### src/rtl/pcpi_lut_mul_ctrl.sv
// pcpi_lut_mul_ctrl
//   PCPI front-end for an external combinational, unsigned 32x32 LUT multiplier.
//   It accepts RV32M MUL/MULH/MULHSU/MULHU, hands operand magnitudes to the
//   multiplier, waits MUL_WAIT cycles for the product to settle, restores the
//   product's sign and returns the selected 32-bit half with a one-cycle
//   ready/write pulse.
//
// Ports
//   clk_i, resetn_i      clock, asynchronous active-low reset
//   pcpi_valid_i         instruction presented (held until ready)
//   pcpi_insn_i          instruction word
//   pcpi_rs1_i/rs2_i     source operands
//   pcpi_wr_o            write rd (pulses with ready)
//   pcpi_rd_o            result, zero unless ready is high
//   pcpi_wait_o          busy (any state other than IDLE)
//   pcpi_ready_o         one-cycle completion pulse
//   mul_a_o/mul_b_o      unsigned operand magnitudes to the multiplier
//   mul_resetn_o         multiplier enable; its product reads 0 while low
//   mul_r_i              unsigned 64-bit product from the multiplier
module pcpi_lut_mul_ctrl #(
    parameter int unsigned MUL_WAIT = 1  // settle cycles, 1..15
) (
    input  logic        clk_i,
    input  logic        resetn_i,
    input  logic        pcpi_valid_i,
    input  logic [31:0] pcpi_insn_i,
    input  logic [31:0] pcpi_rs1_i,
    input  logic [31:0] pcpi_rs2_i,
    output logic        pcpi_wr_o,
    output logic [31:0] pcpi_rd_o,
    output logic        pcpi_wait_o,
    output logic        pcpi_ready_o,
    output logic [31:0] mul_a_o,
    output logic [31:0] mul_b_o,
    output logic        mul_resetn_o,
    input  logic [63:0] mul_r_i
);

    typedef enum logic [1:0] {S_IDLE, S_WAIT, S_FIX, S_DONE} state_t;

    localparam logic [3:0] WAIT_INIT = 4'(MUL_WAIT);

    state_t      state_q;
    logic [3:0]  cnt_q;
    logic [31:0] mul_a_q, mul_b_q;
    logic        neg_q;
    logic        lo_q;     // 1: return low word (MUL)
    logic [63:0] prod_q;

    // Instruction decode
    logic [2:0]  funct3;
    logic        match_d, s1_d, s2_d, neg_d;
    logic [31:0] mag1_d, mag2_d;
    logic [63:0] prod_d;
    logic        unused_insn;

    assign funct3  = pcpi_insn_i[14:12];
    assign match_d = (pcpi_insn_i[6:0] == 7'b0110011) &&
                     (pcpi_insn_i[31:25] == 7'b0000001) &&
                     !funct3[2];
    assign s1_d    = (funct3 == 3'b001) || (funct3 == 3'b010);
    assign s2_d    = (funct3 == 3'b001);
    assign neg_d   = (s1_d & pcpi_rs1_i[31]) ^ (s2_d & pcpi_rs2_i[31]);
    // 0x80000000 negates to itself, which is exactly 2^31 read unsigned.
    assign mag1_d  = (s1_d && pcpi_rs1_i[31]) ? -pcpi_rs1_i : pcpi_rs1_i;
    assign mag2_d  = (s2_d && pcpi_rs2_i[31]) ? -pcpi_rs2_i : pcpi_rs2_i;
    assign prod_d  = neg_q ? (~mul_r_i + 64'd1) : mul_r_i;

    // Register fields are irrelevant to the co-processor.
    assign unused_insn = ^{pcpi_insn_i[24:15], pcpi_insn_i[11:7]};

    always_ff @(posedge clk_i or negedge resetn_i) begin
        if (!resetn_i) begin
            state_q <= S_IDLE;
            cnt_q   <= '0;
            mul_a_q <= '0;
            mul_b_q <= '0;
            neg_q   <= 1'b0;
            lo_q    <= 1'b0;
            prod_q  <= '0;
        end else begin
            case (state_q)
                S_IDLE: begin
                    if (pcpi_valid_i && match_d) begin
                        state_q <= S_WAIT;
                        mul_a_q <= mag1_d;
                        mul_b_q <= mag2_d;
                        neg_q   <= neg_d;
                        lo_q    <= (funct3 == 3'b000);
                        cnt_q   <= WAIT_INIT;
                    end
                end
                S_WAIT: begin
                    if (!pcpi_valid_i) begin
                        state_q <= S_IDLE;
                    end else begin
                        cnt_q <= cnt_q - 4'd1;
                        // Last settle cycle: the product is sampled in FIX.
                        if (cnt_q == 4'd1) state_q <= S_FIX;
                    end
                end
                S_FIX: begin
                    if (!pcpi_valid_i) begin
                        state_q <= S_IDLE;
                    end else begin
                        prod_q  <= prod_d;
                        state_q <= S_DONE;
                    end
                end
                S_DONE: state_q <= S_IDLE;  // completes even if valid dropped
                default: state_q <= S_IDLE;
            endcase
        end
    end

    // Outputs decode only from registered state.
    assign pcpi_ready_o = (state_q == S_DONE);
    assign pcpi_wr_o    = (state_q == S_DONE);
    assign pcpi_wait_o  = (state_q != S_IDLE);
    assign pcpi_rd_o    = (state_q != S_DONE) ? 32'd0 :
                          (lo_q ? prod_q[31:0] : prod_q[63:32]);
    assign mul_a_o      = mul_a_q;
    assign mul_b_o      = mul_b_q;
    assign mul_resetn_o = resetn_i & (state_q != S_IDLE);

endmodule

### config.mk
export PLATFORM = sky130hd
export DESIGN_NAME = pcpi_lut_mul_ctrl
export DESIGN_NICKNAME = d
export VERILOG_FILES = /design/src/rtl/pcpi_lut_mul_ctrl.sv
export SDC_FILE = /design/constraint.sdc
export NUM_CORES = 1
export LEC_CHECK = 0
export CAP_MARGIN = 10
export CORE_UTILIZATION = 48
export DETAILED_ROUTE_END_ITERATION = 6
export GPL_TIMING_DRIVEN = 0
export PLACE_DENSITY = 0.92
export SLEW_MARGIN = 20
export SYNTH_ARGS = -nofsm -noshare
export SYNTH_HDL_FRONTEND = slang
export SYNTH_SLANG_ARGS = --single-unit
### constraint.sdc
create_clock -name clk_i -period 2.2 [get_ports clk_i]
set_input_delay 0.44 -clock clk_i [delete_from_list [all_inputs] [get_ports clk_i]]
set_output_delay 0.44 -clock clk_i [all_outputs]
set_load 0.05 [all_outputs]
; ---- Yosys cells after proc, flatten, opt, wreduce, memory -nomap -nowiden
; Index checks and enable logic that the tools add are counted.
[word_totals]
regBits = 136
output_inout_bits = 100
word_cells = 56
[classes]
add_sub_neg = 4
n_eq_ne = 12
n_mux = 13
n_bitwise = 5
reduce_logical = 15
[op_table]
columns = cell, n
row1 = $mux W32, 4
row2 = $add A64 B1 Y64 const B, 1
row3 = $mux W64, 1
row4 = $neg A32 Y32, 2
row5 = $not A64 Y64, 1
row6 = $mux W2, 4
row7 = $mux W4, 2
row8 = $pmux W2 S4, 1
row9 = $pmux W4 S2, 1
row10 = $eq A7 B1 Y1 const B, 1
row11 = $eq A7 B6 Y1 const B, 1
row12 = $ne A2 B2 Y1 const B, 3
row13 = $reduce_and A2 Y1, 3
row14 = $logic_and A1 B1 Y1, 5
row15 = $eq A2 B2 Y1 const B, 2
row16 = $eq A4 B1 Y1 const B, 1
row17 = $reduce_bool A2 Y1, 2
row18 = $sub A4 B1 Y4 const B, 1
row19 = $and A1 B1 Y1, 3
row20 = $eq A3 B1 Y1 const B, 1
row21 = $eq A3 B2 Y1 const B, 1
row22 = $logic_not A3 Y1, 1
row23 = $ne A3 B3 Y1 const B, 1
row24 = $reduce_and A3 Y1, 1
row25 = 5 further kinds, 5

; ---- Longest topological paths before layout
[depth]
depth_word = 6
ltp_mapped = 8

; ---- Worst setup path before layout
; No wires, ideal clock.
[synth_timing]
path_type = input port to flip-flop
from = in mul_r_i[16]
to = reg prod_q[57]
setup_time_ns = 0.132
arrival_ns = 2.258
t_required_ns = 2.068
path_slack_ns = -0.190
path_stages = 8
path_buffers = 2
path_cell_list = or3_1 -> buf_2 -> nor4b_4 -> nand3_4 -> buf_6 -> o31ai_4 -> xor2_1 -> o21ai_1
[synth_between]
elab_chain_len = 3
[synth_lines]
columns = element, line_no
row1 = "start, declared", 36  ; input logic [63:0] mul_r_i
row2 = $not A64 Y64, 67  ; assign prod_d = neg_q ? (~mul_r_i + 64'd1) : mul_r_i;
row3 = $add A64 B1 Y64, 67
row4 = $mux W64, 67
row5 = "end signal, assigned", 106  ; prod_q <= prod_d;
row6 = "end, declared", 48  ; logic [63:0] prod_q;
; No other way between the ends.
; A chain may end at the register's enable or synchronous reset.

; ---- Final worst setup path
[layout_timing]
from = reg neg_q
to = reg prod_q[7]
[layout_between]
elab_chain_len = 1
[layout_lines]
columns = element, line_no
row1 = "start, declared", 46  ; logic neg_q;
row2 = "start signal, assigned", 88  ; neg_q <= neg_d;
row3 = $mux W64, 67
; No other way between the ends.

==> results.sh <==
export IMPL_fin_crit_sh_pct=109
export IMPL_fin_crit_ps=2400
export IMPL_dieArea_um2=17800
export IMPL_internal_power_mw=5.20
export IMPL_grt_usage_pct=34.7
export IMPL_dr_pass1_iters=6
export IMPL_synthTopCellsByCount="nor2_1 (137), dfrtp_1 (136), nand2_1 (94)"
export IMPL_synth_mux_area_share_pct=4.38
export IMPL_crit_buf_inv=2
export IMPL_combPwrFrac_pct=15.0
export IMPL_synthArstFlopShare_pct=100
export IMPL_worstRegToRegCells=5
export IMPL_design_portCount=263
export IMPL_core_area_um2=16800
export IMPL_crit_fanout=10
export IMPL_startpoint_type="flop"
export IMPL_outcome="finished with violations"
export IMPL_p_switching_mw=1.82
export IMPL_worst_slew_pin_slew_ps=927
export IMPL_nets=1440
export IMPL_syn_area_um2=8310
export IMPL_rows=47
export IMPL_drive_above_1_share_pct=25.3
export IMPL_setup_slack_ps=-203
export IMPL_drc_errors=0
export IMPL_crit_chain="clkbuf_1 -> clkbuf_1 -> o31ai_1 -> xor2_1 -> o21ai_0"
export IMPL_drt_iter0_drc=999
export IMPL_detail_route_antenna_nets=0
export IMPL_synth_top_area_cell="dfrtp_1"
export IMPL_cap_violations=0
export IMPL_grt_max_degree=79
export IMPL_setup_viol_count_final=28
export IMPL_yosysMostFrequentCell="nor2_1"
export IMPL_start_util_pct=49.6
export IMPL_cp_depth=5
export IMPL_synth_area_leaders="dfrtp_1 (41%), xor2_1 (8.2%), nor2_1 (6.2%)"
export IMPL_cp_required_ps=2480
export IMPL_clkTransAtPathRegs_ps=60
export IMPL_seq_power_share_pct=40.1
export IMPL_routed_wl_mm=33.1
export IMPL_antenna_found_initial=1
export IMPL_dp_slack_ps=-1050
export IMPL_ys_flop_type="dfrtp_1"
export IMPL_syn_to_final_growth_pct=55.0
export IMPL_cp_slowest_stage_delay_ps=740
export IMPL_synth_edf_count=0
export IMPL_switching_share_pct=26.0
export IMPL_rsz0062_at_grt="yes"
export IMPL_synth_fp_nets=1113
export IMPL_ys_seq_elements=136
export IMPL_drt_wirelength_per_cell_um=22.0
export IMPL_skew_ps=10.6
export IMPL_ir_drop_v=0.000606
export IMPL_root_buffer="clkbuf_16"
export IMPL_h_tree_depth=4
export IMPL_num_vias=9377
export IMPL_grt_overflow=0
export IMPL_slew_headroom_pct=38.2
export IMPL_synth_compound_area_share_pct=17.9
export IMPL_synth_top_family_by_area="simple AND/OR/NAND/NOR gates"
export IMPL_gp_congestion=0.945
export IMPL_yosys_area_share_adder_pct=0.753
export IMPL_hold_violations=77
export IMPL_clock_path_buffers=2
export IMPL_fin_util_pct=76.8
export IMPL_fp_dieH_um=134
export IMPL_synthCells=945
export IMPL_arrival_ps=2690
export IMPL_synth_top_area_share_pct=41.0
export IMPL_holdWs_ps=-82.7
export IMPL_ys_seq_area_share_pct=41.0
export IMPL_synth_xor_area_share_pct=12.9
export IMPL_cp_slowest_cell="clkbuf_1"
export IMPL_cts_tree="built"
export IMPL_numCtsBuffers=17
export IMPL_grt_pass1_vias=9097
export IMPL_yosys_area_share_simple_pct=19.9
export IMPL_power_mw=7.02
export IMPL_via_per_inst=6.22
export IMPL_worstSetupPathType="flop to flop"
export IMPL_hpwl_mm=20.2
export IMPL_hold_class="input pin to async pin"
export IMPL_power_density_nw_per_um2=545
export IMPL_max_clock_freq_ghz=0.416
export IMPL_reg2reg_setup_slack_ps=-200
export IMPL_crit_top_cell="clkbuf_1"
export IMPL_end_kind="flop"
export IMPL_violations="negative hold slack, negative setup slack"
export IMPL_synth_cell_type_count=56
export IMPL_slew_viol_final=0
export IMPL_yosys_warnings=0
export IMPL_clk_latency_ps=440
export IMPL_io_buffers=247
export IMPL_synth_area_per_cell_um2=8.79
export IMPL_die_w_um=134
export IMPL_clock_sinks=136
export IMPL_p_clk_share_pct=44.9
export IMPL_p_leak_nw=5.93
export IMPL_critical_path_top_delay_family="buffers and inverters"
export IMPL_grt_pass1_wl_mm=47.8
-- routing by layer --
layer | vias up | GRT usage (%) | share of wire, %
met1 | 4426 | 40.2 | 35
met4 | 0 | 18.8 | 5.3
met3 | 178 | 8.98 | 12
met5 | - | 0 | 0
li1 | 3993 | - | -
met2 | 780 | 58.8 | 49
-- metrics by stage --
stage	instances	TNS [ps]	hold slack (ps)	area, um^2
2_1_floorplan	945	-3160	144	8470
3_3_place_gp	1412	-774280	461	11200
3_5_place_dp	1413	-129220	464	11300
4_1_cts	1483	-0.447	-59.1	12500
5_1_grt	1506	-2580	-76.0	12900
6_report	1507	-1790	-82.7	12900
-- what timing repair did --
item	4_1_cts	5_1_grt
gates resized for setup	391	135
buffers inserted	37	26
pin swaps	67	74
endpoints found under the setup margin	163	129
endpoints found under the hold margin	77	77
cloned	2	0
-- final cells by class --
type | instances | area, um^2
multi-input cells | 741 | 5350
flip-flops and latches | 136 | 3410
well taps | 220 | 275
clock buffers | 25 | 505
plain buffers | 50 | 287
diodes | 2 | 5.00
fillers | 1074 | 3880
inverters | 14 | 52.6
repair buffers | 312 | 2860
clock inverters | 7 | 138
-- power groups by stage --
| stage | combinational, mW | sequential, mW | clock, mW |
|---|---|---|---|
| finish | 1.05 | 2.81 | 3.16 |
| global route | 1.13 | 2.83 | 3.29 |
| CTS | 0.976 | 2.80 | 3.15 |
| detailed placement | 0.969 | 2.84 | 0 |
| global placement | 0.931 | 2.83 | 0 |
| floorplan | 0.432 | 2.81 | 0 |
-- worst paths after layout --
check | to | start
max | prod_q[7] | neg_q
max reg2reg | prod_q[7] | neg_q
min in group clk_i | prod_q[56] | mul_r_i[56]
min | prod_q[28] | resetn_i
min reg2reg | prod_q[42] | prod_q[42]
max in group asynchronous | mul_a_o[25] | resetn_i
-- sequential cells by signal (all words and copies together) (netlist names) --
| signal | cells |
|---|---|
| neg_q | 1 |
| state_q | 2 |
| cnt_q | 4 |
| mul_a_o | 32 |
| mul_b_o | 32 |
| prod_q | 64 |
| lo_q | 1 |
-- cell usage in the layout, fill, tap and decap left out, types with 12 or more instances in the layout --
cell type	instances
buf_6	17
xnor2_1	44
clkbuf_16	18
a21oi_1	75
o21ai_0	59
clkdlybuf4s50_1	132
dfrtp_1	133
nor2_2	32
dlygate4sd2_1	36
nand2_1	92
inv_1	12
xor2_1	78
mux2i_1	32
o31ai_4	13
buf_4	48
buf_2	42
o21ai_1	30
a31oi_1	15
nor2_1	103
clkbuf_1	26
clkbuf_2	26
or4_4	19
-- logic make-up after synthesis --
kind of cell	count (synthesis)
and+or+nand+nor	340
AOI/OAI and AO/OA	238
DFF	136
xor gates and xnor gates	122
buffers and inverters	68
muxes	36
adders and majority gates	5
Power figures use the tool's default switching activity.
